`config.mk`:
```
export PLATFORM = sky130hd
export DESIGN_NAME = wallace_cpa_serial
export DESIGN_NICKNAME = d
export VERILOG_FILES = /design/src/rtl/wallace_cpa_serial.sv
export SDC_FILE = /design/constraint.sdc
export NUM_CORES = 1
export LEC_CHECK = 0
export CAP_MARGIN = 40
export CORE_ASPECT_RATIO = 0.7
export CORE_UTILIZATION = 40
export DETAILED_ROUTE_END_ITERATION = 10
export PLACE_DENSITY = 0.63
export SLEW_MARGIN = 5
export SYNTH_ARGS = -nofsm -noshare
export SYNTH_HDL_FRONTEND = slang
export SYNTH_SLANG_ARGS = --single-unit
```
`constraint.sdc`:
```
create_clock -name clk -period 1.6 [get_ports clk]
set_input_delay 0.32 -clock clk [delete_from_list [all_inputs] [get_ports clk]]
set_output_delay 0.32 -clock clk [all_outputs]
set_load 0.01 [all_outputs]
```
`src/rtl/wallace_cpa_serial.sv`:
```
// wallace_cpa_serial: bit-serial carry-propagate adder that resolves the
// redundant sum/carry rows of the Wallace-tree compressor into the binary
// product, one bit per clock through a single full-adder cell.
module wallace_cpa_serial #(
  parameter int unsigned WIDTH = 16
) (
  input  logic             clk,
  input  logic             rst_n,
  input  logic             in_valid_i,
  output logic             in_ready_o,
  input  logic [WIDTH-1:0] sum_row_i,
  input  logic [WIDTH-1:0] carry_row_i,
  output logic             out_valid_o,
  input  logic             out_ready_i,
  output logic [WIDTH-1:0] result_o,
  output logic             overflow_o
);

  localparam int unsigned CNT_W = (WIDTH > 1) ? $clog2(WIDTH) : 1;

  localparam logic [1:0] S_IDLE = 2'd0;
  localparam logic [1:0] S_RUN  = 2'd1;
  localparam logic [1:0] S_DONE = 2'd2;

  logic [1:0]       state_q,     state_d;
  logic [WIDTH-1:0] a_sh_q,      a_sh_d;
  logic [WIDTH-1:0] b_sh_q,      b_sh_d;
  logic             c_q,         c_d;
  logic [CNT_W-1:0] cnt_q,       cnt_d;
  logic [WIDTH-1:0] result_q,    result_d;
  logic             overflow_q,  overflow_d;
  logic             in_ready_q,  in_ready_d;
  logic             out_valid_q, out_valid_d;

  logic             fa_s_c;
  logic             fa_co_c;

  // Single full-adder cell operating on the current LSBs and the carry flop.
  always_comb begin
    fa_s_c  = a_sh_q[0] ^ b_sh_q[0] ^ c_q;
    fa_co_c = (a_sh_q[0] & b_sh_q[0]) | (a_sh_q[0] & c_q) | (b_sh_q[0] & c_q);
  end

  // Next-state and datapath update; handshake flags track the next state so
  // they are available as plain flop outputs.
  always_comb begin
    state_d    = state_q;
    a_sh_d     = a_sh_q;
    b_sh_d     = b_sh_q;
    c_d        = c_q;
    cnt_d      = cnt_q;
    result_d   = result_q;
    overflow_d = overflow_q;

    case (state_q)
      S_IDLE: begin
        if (in_valid_i) begin
          a_sh_d  = sum_row_i;
          b_sh_d  = carry_row_i;
          c_d     = 1'b0;
          cnt_d   = '0;
          state_d = S_RUN;
        end
      end
      S_RUN: begin
        result_d = {fa_s_c, result_q[WIDTH-1:1]};
        a_sh_d   = a_sh_q >> 1;
        b_sh_d   = b_sh_q >> 1;
        c_d      = fa_co_c;
        cnt_d    = cnt_q + CNT_W'(1);
        if (cnt_q == CNT_W'(WIDTH - 1)) begin
          overflow_d = fa_co_c;
          state_d    = S_DONE;
        end
      end
      S_DONE: begin
        if (out_ready_i) begin
          state_d = S_IDLE;
        end
      end
      default: begin
        state_d = S_IDLE;
      end
    endcase

    in_ready_d  = (state_d == S_IDLE);
    out_valid_d = (state_d == S_DONE);
  end

  // State and datapath registers with synchronous active-low reset.
  always_ff @(posedge clk) begin
    if (!rst_n) begin
      state_q     <= S_IDLE;
      a_sh_q      <= '0;
      b_sh_q      <= '0;
      c_q         <= 1'b0;
      cnt_q       <= '0;
      result_q    <= '0;
      overflow_q  <= 1'b0;
      in_ready_q  <= 1'b1;
      out_valid_q <= 1'b0;
    end else begin
      state_q     <= state_d;
      a_sh_q      <= a_sh_d;
      b_sh_q      <= b_sh_d;
      c_q         <= c_d;
      cnt_q       <= cnt_d;
      result_q    <= result_d;
      overflow_q  <= overflow_d;
      in_ready_q  <= in_ready_d;
      out_valid_q <= out_valid_d;
    end
  end

  assign in_ready_o  = in_ready_q;
  assign out_valid_o = out_valid_q;
  assign result_o    = result_q;
  assign overflow_o  = overflow_q;

endmodule

```
==> summary.md <==
| Metric | Value |
|---|---|
| Core Area | 6220 um^2 |
| Later-pin clock latency in the skew report | 0.33 ns |
| Worst-margin pin slew | 0.411 ns |
| Net count after synthesis | 332 |
| Number of endpoints with negative hold slack in the final report | 0 |
| Reg2Reg Setup Slack | roughly 0.26 ns |
| Post-layout instance count excluding filler cells | approximately 430 |
| Starting density of the core | 41.3% |
| Port Buf Inserts | 54 |
| Start of the worst register-to-register path | state_q[0] |
| Width of the chip | 97.8 um |
| Post-synthesis sequential area ratio | 45.2% |
| Total instance count after detailed placement | 413 |
| Worst setup skew after layout | 0.00591 ns |
| Global-route usage over all layers | 18.2% |
| Worst path required time | between 1 and 1.5 ns |
| Final critical-path required period | approximately 1.5 ns |
| Yosys cell types | 30 |
| TritonCTS clock tree | yes |
| Average footprint of a synthesized cell | 8.74 um^2 |
| Cell taking the most area after synthesis | sky130_fd_sc_hd__dfxtp_1 |
| Worst-case setup slack after placement | -0.0656 ns |
| Worst Hold Launch | result_o[0] |
| CP Class | flip-flop to output pin |
| Fraction of final layout cells sized beyond drive strength 1 | 17.4% |
| Length of routed met2 wiring | 2360 um |
| Placed wire-length estimate after detailed placement | 3670 um |
| Failing checks | design-rule violations |
| Setup WS post-layout | 0.0599 ns |
| Die Area | just under 7000 um^2 |
| Drt via density | 5.18 |
| Number of nets still failing antenna checks after routing | 0 |
| Clock input transition at the sequential cells of the worst setup and hold paths | 0.06 ns |
| Gate count after technology mapping | around 290 |
| Worst Reg-to-Reg Cells | 3 |
| Number of buffers and inverters on the critical path | 1 |
| Endpoint of the lowest-slack register-to-register path | overflow_o |
| Share of Yosys cell area claimed by the top area cell type | 45.2% |
| Post-synth EDFFs | 0 |
| Highest layer used for signal routing | met4 |
| Worst relative slew slack | 72.6% |
| Routed met1 length | 2950 um |
| Maximum number of buffers from clock root to sink | 2 |
| Area contributors post-synth | sky130_fd_sc_hd__dfxtp_1 (45%), sky130_fd_sc_hd__o221a_2 (13%), sky130_fd_sc_hd__a21oi_1 (9.2%), sky130_fd_sc_hd__nor2b_1 (7.5%), sky130_fd_sc_hd__nor2_1 (5.7%) |
| Crit-path max FO | 2 |
| Number of hold buffers added after cts | 0 |
| Overflow left after global routing | 0 |
| Most frequent cell after synthesis | sky130_fd_sc_hd__dfxtp_1 |
| Final #Nets | 384 |
| Total standard cell area after synthesis | 2570 um^2 |
| Result of the run | finished, violations left |
| Unrepaired setup endpoints after global routing | no |
| Final Wtd Congestion | roughly 0.72 |
| Sum of routed wire length over all layers | 5710 um |
| Resized Gates After CTS | 0 |
| Reported leakage power | 1.51 nW |
| Slowest Stage Delay on Critical Path | 0.55 ns |
| # clock sinks | 58 |
| Cell depth of the worst min-delay path | 2 |
| Number of buffers created by CTS | 9 |
| Number of DRC markers after the initial detailed-route iteration | 66 |
| Max-cap violations | 0 |
| Crit path max-delay cell type | sky130_fd_sc_hd__clkdlybuf4s50_1 |
| Top Family by Delay on Critical Path | buffers and inverters |
| Maximum operating frequency | 649 MHz |
| Global-route wire length before repair | 9670 um |
| Maximum level of the CTS H-tree | 3 |
| Area growth, synth to finish | 33.7% |
| Mean routed wirelength per cell | between 10 and 15 um |
| Number of post-CTS setup repair buffers | 0 |
| Met3 layer wire length in the routed design | 308 um |
| Largest net degree at the start of global routing | 41 |
| Boundary Pins | 55 |
| Number of optimization iterations in the first detailed-route pass | 7 |
| Path category of the worst min-delay check | flip-flop to flip-flop |
| Final clock period utilization by the worst path | 96.3% |
| Die height | 69.1 um |
| Worst Path Arrival | 1.22 ns |
| Pins over their slew limit | 0 |
| Total DRC errors in the routed layout | 6 |
| Worst hold path endpoint | result_o[0] |
| Element type at the critical path end | output pin |
| Most frequent cells after synthesis | sky130_fd_sc_hd__dfxtp_1 (58), sky130_fd_sc_hd__a21oi_1 (47), sky130_fd_sc_hd__nor2_1 (39) |
| Vias after detailed routing | 2223 |
| Worst IR Drop VDD | ~0.46 mV |
| Final Setup Violations | 0 |
| Category of the worst setup path launch point | flip-flop |
| Worst hold slack | roughly 0.46 ns |
| Count of yosys warnings during synthesis | 0 |
| Cell at the root of the clock tree | sky130_fd_sc_hd__clkbuf_8 |
| Number of standard-cell rows in the floorplan | 24 |
| Via count of the first global-routing pass | 2116 |
| Antenna fix cells | 0 |
| Share of synthesized registers carrying an async set or reset | 0% |
| Register bit count reported by yosys | 58 |
| Cell area power density | 989 nW/um^2 |
| Antenna violations before repair | 0 |
| Main flop type after synthesis | sky130_fd_sc_hd__dfxtp_1 |
| Critical path, cell by cell | clkdlybuf4s50_1 |
==> stage by stage <==
step	power (mW)	TNS (ns)	cell area [um^2]	utilization [%]
finish	3.40	0	3440	55.3
global route	3.57	0	3440	55.3
CTS	3.44	0	3410	54.8
detailed placement	2.08	-1.32	3210	51.6
global placement	2.07	-0.832	3210	51.6
floorplan	1.90	0	2570	-
==> flip-flops by register name, summed over array words and instances, names as in the netlist <==
name / cells
c_q: 1
a_sh_q: 16
cnt_q: 4
overflow_o: 1
b_sh_q: 16
in_ready_o: 1
result_o: 16
out_valid_o: 1
state_q: 2
==> layer usage <==
| layer | vias to the layer above | global-route usage [%] |
|---|---|---|
| met5 | - | 0 |
| met4 | 0 | 7.74 |
| met3 | 10 | 6.69 |
| met2 | 47 | 27.0 |
| met1 | 1035 | 23.8 |
| li1 | 1131 | - |
==> cells in the final DEF (no fill, tap or decap) <==
master	count
sky130_fd_sc_hd__o21ai_1	1
sky130_fd_sc_hd__buf_4	12
sky130_fd_sc_hd__a22oi_1	3
sky130_fd_sc_hd__o221a_1	1
sky130_fd_sc_hd__clkbuf_1	3
sky130_fd_sc_hd__a22o_1	1
sky130_fd_sc_hd__a2bb2oi_1	1
sky130_fd_sc_hd__nor2_1	38
sky130_fd_sc_hd__a222oi_1	1
sky130_fd_sc_hd__and2b_1	1
sky130_fd_sc_hd__a21oi_1	47
sky130_fd_sc_hd__bufinv_16	1
sky130_fd_sc_hd__and3_1	1
sky130_fd_sc_hd__nor2b_1	31
sky130_fd_sc_hd__ha_1	1
sky130_fd_sc_hd__clkdlybuf4s50_1	42
sky130_fd_sc_hd__nand3_1	2
sky130_fd_sc_hd__fa_1	1
sky130_fd_sc_hd__o221a_2	29
sky130_fd_sc_hd__or3_1	1
sky130_fd_sc_hd__a31oi_1	1
sky130_fd_sc_hd__buf_12	3
sky130_fd_sc_hd__clkbuf_8	11
sky130_fd_sc_hd__a211oi_1	2
sky130_fd_sc_hd__nor2_2	1
sky130_fd_sc_hd__clkinv_2	1
sky130_fd_sc_hd__dlymetal6s2s_1	12
sky130_fd_sc_hd__dfxtp_1	57
sky130_fd_sc_hd__dfxtp_2	1
sky130_fd_sc_hd__a311oi_1	1
sky130_fd_sc_hd__nor3b_1	2
sky130_fd_sc_hd__nand2b_4	1
sky130_fd_sc_hd__o21bai_2	1
sky130_fd_sc_hd__inv_1	5
sky130_fd_sc_hd__and2_1	3
sky130_fd_sc_hd__nand2_1	31
==> area by class of cell <==
type                            count  area, um^2
Clock buffer                       14         163
Fill cell                         586        2780
Timing Repair Buffer               69         721
Multi-Input combinational cell    203        1240
Inverter                            5        18.8
Clock inverter                      2        35.0
Tap cell                           78        97.6
Sequential cell                    58        1160
==> power by group <==
part           leakage [nW]  internal, mW  switching, mW  total, mW
Clock                 0.101         0.804          0.548       1.35
Sequential            0.477          1.53         0.0490       1.58
Combinational         0.930         0.262          0.206      0.468
==> logic make-up (layout without fill, tap and decap cells) <==
group / Yosys count / count (layout) / share of synthesized area, %
AND/OR/NAND/NOR: 112 / 112 / 20.8
AO/OA/AOI/OAI: 89 / 89 / 26.0
flip-flops: 58 / 58 / 45.2
buffers and inverters: 33 / 90 / 6.72
adder cells (fa/ha/maj): 2 / 2 / 1.27
==> how the worst max path moves through the flow <==
| stage | from | to | slack [ns] | depth (start not counted) |
|---|---|---|---|---|
| 2_1_floorplan | state_q[0] | a_sh_q[11] | 0.37 | 5 |
| 3_3_place_gp | in_valid_i | a_sh_q[0] | -0.04 | 4 |
| 3_5_place_dp | in_valid_i | b_sh_q[3] | -0.07 | 4 |
| 4_1_cts | result_o[12] | result_o[12] | 0.02 | 1 |
| 5_1_grt | result_o[5] | result_o[5] | 0.001 | 1 |
| 6_report | overflow_o | overflow_o | 0.06 | 1 |
Power figures use the tool's default switching activity.
==> RTL change 1, RTL diff (same settings) <==
Take the reset off `a_sh_q`, `b_sh_q` and `result_q` and load them in a clocked block of their own.
--- a/src/rtl/wallace_cpa_serial.sv
+++ b/src/rtl/wallace_cpa_serial.sv
@@ -91,25 +91,25 @@
   always_ff @(posedge clk) begin
     if (!rst_n) begin
       state_q     <= S_IDLE;
-      a_sh_q      <= '0;
-      b_sh_q      <= '0;
       c_q         <= 1'b0;
       cnt_q       <= '0;
-      result_q    <= '0;
       overflow_q  <= 1'b0;
       in_ready_q  <= 1'b1;
       out_valid_q <= 1'b0;
     end else begin
       state_q     <= state_d;
-      a_sh_q      <= a_sh_d;
-      b_sh_q      <= b_sh_d;
       c_q         <= c_d;
       cnt_q       <= cnt_d;
-      result_q    <= result_d;
       overflow_q  <= overflow_d;
       in_ready_q  <= in_ready_d;
       out_valid_q <= out_valid_d;
     end
+  end
+
+  always_ff @(posedge clk) begin
+    a_sh_q   <= a_sh_d;
+    b_sh_q   <= b_sh_d;
+    result_q <= result_d;
   end
 
   assign in_ready_o  = in_ready_q;
Formal check against the unedited RTL: differs if rst_n is asserted again (counterexample within 4 cycles, from zero or initial values and one cycle with rst_n low); with rst_n held inactive, the same outputs for 10 cycles.
==> RTL change 1 against the unedited design <==
Cell count is 22% lower. Wire length decreased by 31%. Power is 0.94% higher. Sequential cell count unchanged. Worst setup slack gained 0.0070 ns. Area after synthesis shrank 13%. First-iteration DRC count fell by 1.5%. Design area decreased by 9.2%. Register-to-register slack lost 0.10 ns. Synthesized cell count is 35% lower. Largest power group unchanged.
==> RTL change 1: results (changes against the unedited design) <==
status -> complete, no violations
fraction of layout instances using a drive strength above 1 -> 0.0843 (-0.0895)
number of global-route vias before repair -> 1261 (-40%)
Post-Syn Nets -> 230 (-31%)
Slew HR -> 0.788 (+0.0627)
ClkCell Share -> 0.0589 (+0.00140)
Final GP Congestion -> 0.767 (+7.0%)
Post-synth EDFFs -> 48 (+48)
first-pass GRT wire length -> 6.29 mm (-35%)
CP startpoint -> result_o[13]
Layout Utilization -> 0.587 (+0.0346)
Pre-Repair DR Iteration Count -> 4 (-3)
non-filler cells, final -> 333 (-22%)
dpl cells -> 317 (-23%)
comb pwr -> 358 uW (-24%)
met3 GRT Util -> 0.0704 (+0.00349)
synth cell count leaders -> nand2_1 (91), edfxtp_1 (48), dfxtp_1 (10)
largest net degree at the start of global routing -> 33 (-20%)
Yosys cell types -> 28 (-6.7%)
Hold Path End -> result_o[9]
Pleak -> 1.30 nW (-14%)
gr usage total -> 0.148 (-0.0342)
flop-to-flop setup slack -> 0.16 ns (-0.10 ns)
Fin Clk Skew -> 0.00748 ns (+0.00157 ns)
Fillers -> 454 (-23%)
Most used DFF post-synth -> edfxtp_1
P_seq -> 1.83 mW (+16%)
GR Util met1 -> 0.206 (-0.0320)
Cell Int Power -> 2.67 mW (+3.1%)
number of cells on the worst hold path -> 0 (-2)
DP Area -> 2930 sq um (-8.7%)
==> RTL change 1: cell types whose count changed in the layout (fill, tap and decap cells not counted), sizes merged, moves of 5 or more <==
cell	change
buf	-9
nor2	-35
clkdlybuf4s50	+9
dlymetal6s2s	-9
clkbuf	-5
o221a	-30
edfxtp	+48
nand2	+60
dfxtp	-48
nor2b	-31
a21oi	-45
clkinv	+5
==> RTL change 1: cells by family (layout without fill, tap and decap cells) <==
| kind of cell | count (synthesis) | in the layout | synth area share |
|---|---|---|---|
| adders and majority gates | 2 | 2 | 0.0145 |
| AOI/OAI and AO/OA | 11 | 11 | 0.0334 |
| DFF | 58 | 58 | 0.731 |
| buffers and inverters | 14 | 83 | 0.0290 |
| and+or+nand+nor | 106 | 106 | 0.188 |
| muxes | 1 | 1 | 0.00445 |
==> RTL change 1: worst register-to-register path: stages (launching register included) <==
cell and delay (ns):
dfxtp_1 0.40, nand2b_1 0.25, clkinv_1 0.17, buf_4 0.24, nand2_1 0.09, nand2_1 0.05
==> RTL change 2, RTL diff (same flow settings) <==
Without the edit above. Set the parameter `WIDTH` to 32 (it was 16).
--- a/src/rtl/wallace_cpa_serial.sv
+++ b/src/rtl/wallace_cpa_serial.sv
@@ -2,7 +2,7 @@
 // redundant sum/carry rows of the Wallace-tree compressor into the binary
 // product, one bit per clock through a single full-adder cell.
 module wallace_cpa_serial #(
-  parameter int unsigned WIDTH = 16
+  parameter int unsigned WIDTH = 32
 ) (
   input  logic             clk,
   input  logic             rst_n,
Interface: changed (resized carry_row_i, result_o and sum_row_i); port bits go from 55 to 103. No check against the original RTL was run, so the function may have changed too.
==> RTL change 2 against the unedited design <==
Worst hold slack lost 0.22 ns. Power up 78%. Register-to-register slack got worse by 0.10 ns. Wire length grew 95%. Design area increased by 80%. Area after synthesis rose by 83%. Global-route usage grew 0.67 points. Sequential cell count is 49 higher. Cell count is 82% higher. Worst setup slack got worse by 0.014 ns. Via count grew 81%. Largest cell class unchanged.
==> RTL change 2: results (changes against the unedited design) <==
number of global-route vias before repair -> 3865 (+83%)
Final GP Congestion -> 0.786 (+9.8%)
flop-to-flop setup slack -> 0.16 ns (-0.10 ns)
Peak supply drop -> 0.530 mV (+15%)
synth cell count leaders -> dfxtp_1 (107), a21oi_1 (96), nor2_1 (71)
dpl cells -> 763 (+85%)
area fraction in compound gates after synthesis -> 0.275 (+0.0144)
Hold Path Class -> in2reg
non-filler cells, final -> 779 (+82%)
worst slew pin tran -> 0.425 ns (+0.0143 ns)
Pleak -> 2.72 nW (+80%)
first-pass GRT wire length -> 18.8 mm (+94%)
Worst Reg-to-Reg Cells -> 5 (+2)
DP Area -> 5810 sq um (+81%)
vias -> 4033 (+81%)
final wirelength -> 11.2 mm (+95%)
Post-Syn Nets -> 616 (+86%)
initial DRC count -> 350 (+430%)
largest net degree at the start of global routing -> 51 (+24%)
adder-cell share of the synthesized area -> 0.00959 (-0.00307)
Yosys cell types -> 32 (+6.7%)
Pre-Repair DR Iteration Count -> 4 (-3)
Hold Path End -> in_ready_o
CP Max Fanout -> 3 (+1)
clock root buffer -> clkbuf_16
post-synthesis mux area share -> 0.00213 (+0.00213)
reg2reg start -> cnt_q[0]
Final nets -> 692 (+80%)
met2 GRT Util -> 0.293 (+0.0229)
gr usage total -> 0.189 (+0.00669)
Worst Hold Launch -> rst_n
register area share after synthesis -> 0.456 (+0.00425)
pre-CTS WS -> 0.207 ns (+0.273 ns)
GR Util met1 -> 0.263 (+0.0251)
status -> complete, no violations
post-CTS sizing -> 1 (+1)
fraction of layout instances using a drive strength above 1 -> 0.141 (-0.0332)
Hold Slack -> 0.243 ns (-0.215 ns)
RTL change 2: cell count changes after synthesis, sizes merged, moves of 2 or more:
cell	before	now
a21oi	47	96
clkbuf	14	20
buf	14	34
o221a	30	62
and2	3	0
nand2	31	63
nor2b	31	62
nor2	39	71
dfxtp	58	107
inv	5	3
RTL change 2: cell families after synthesis:
family                   Yosys count
AND/OR/NAND/NOR                  205
AO/OA/AOI/OAI                    171
flip-flops                       107
buffers and inverters             58
adder cells (fa/ha/maj)            3
multiplexers                       1
RTL change 2: metal layers:
| metal | part of all wire | vias to the layer above |
|---|---|---|
| met5 | 0 | - |
| met4 | 0.0052 | 0 |
| met2 | 0.44 | 85 |
| met1 | 0.51 | 1873 |
| li1 | - | 2070 |
| met3 | 0.047 | 5 |
RTL change 2: report_power, final:
| part | total (mW) | internal (mW) | switching (mW) | leakage, nW |
|---|---|---|---|---|
| Sequential | 2.91 | 2.82 | 0.0887 | 0.881 |
| Combinational | 0.847 | 0.458 | 0.389 | 1.69 |
| Clock | 2.30 | 1.34 | 0.955 | 0.148 |
| Total | 6.05 | 4.62 | 1.43 | 2.72 |
RTL change 2: final cells by class:
type                            count  area, sq um  area share
Clock buffer                       13          270      0.0437
Clock inverter                      3         45.0     0.00728
Inverter                            4         15.0     0.00243
Multi-Input combinational cell    380         2290       0.371
Sequential cell                   107         2150       0.347
Tap cell                          153          191      0.0310
Timing Repair Buffer              119         1220       0.198
RTL change 2: worst max path at each step:
stage | startpoint | slack, ns | end | cells after the start
2_1_floorplan | cnt_q[0] | 0.33 | cnt_q[4] | 5
3_3_place_gp | cnt_q[0] | 0.20 | out_valid_o | 5
3_5_place_dp | cnt_q[0] | 0.21 | overflow_o | 5
4_1_cts | result_o[27] | 0.007 | result_o[27] | 1
5_1_grt | result_o[9] | 0.004 | result_o[9] | 1
6_report | result_o[9] | 0.05 | result_o[9] | 1
RTL change 2: worst register-to-register path: cells and delay by family, from the launching register on:
family	cells	cell delay, ns
AO/OA/AOI/OAI	2	0.34
flip-flops	1	0.38
AND/OR/NAND/NOR	1	0.17
adder cells (fa/ha/maj)	2	0.46
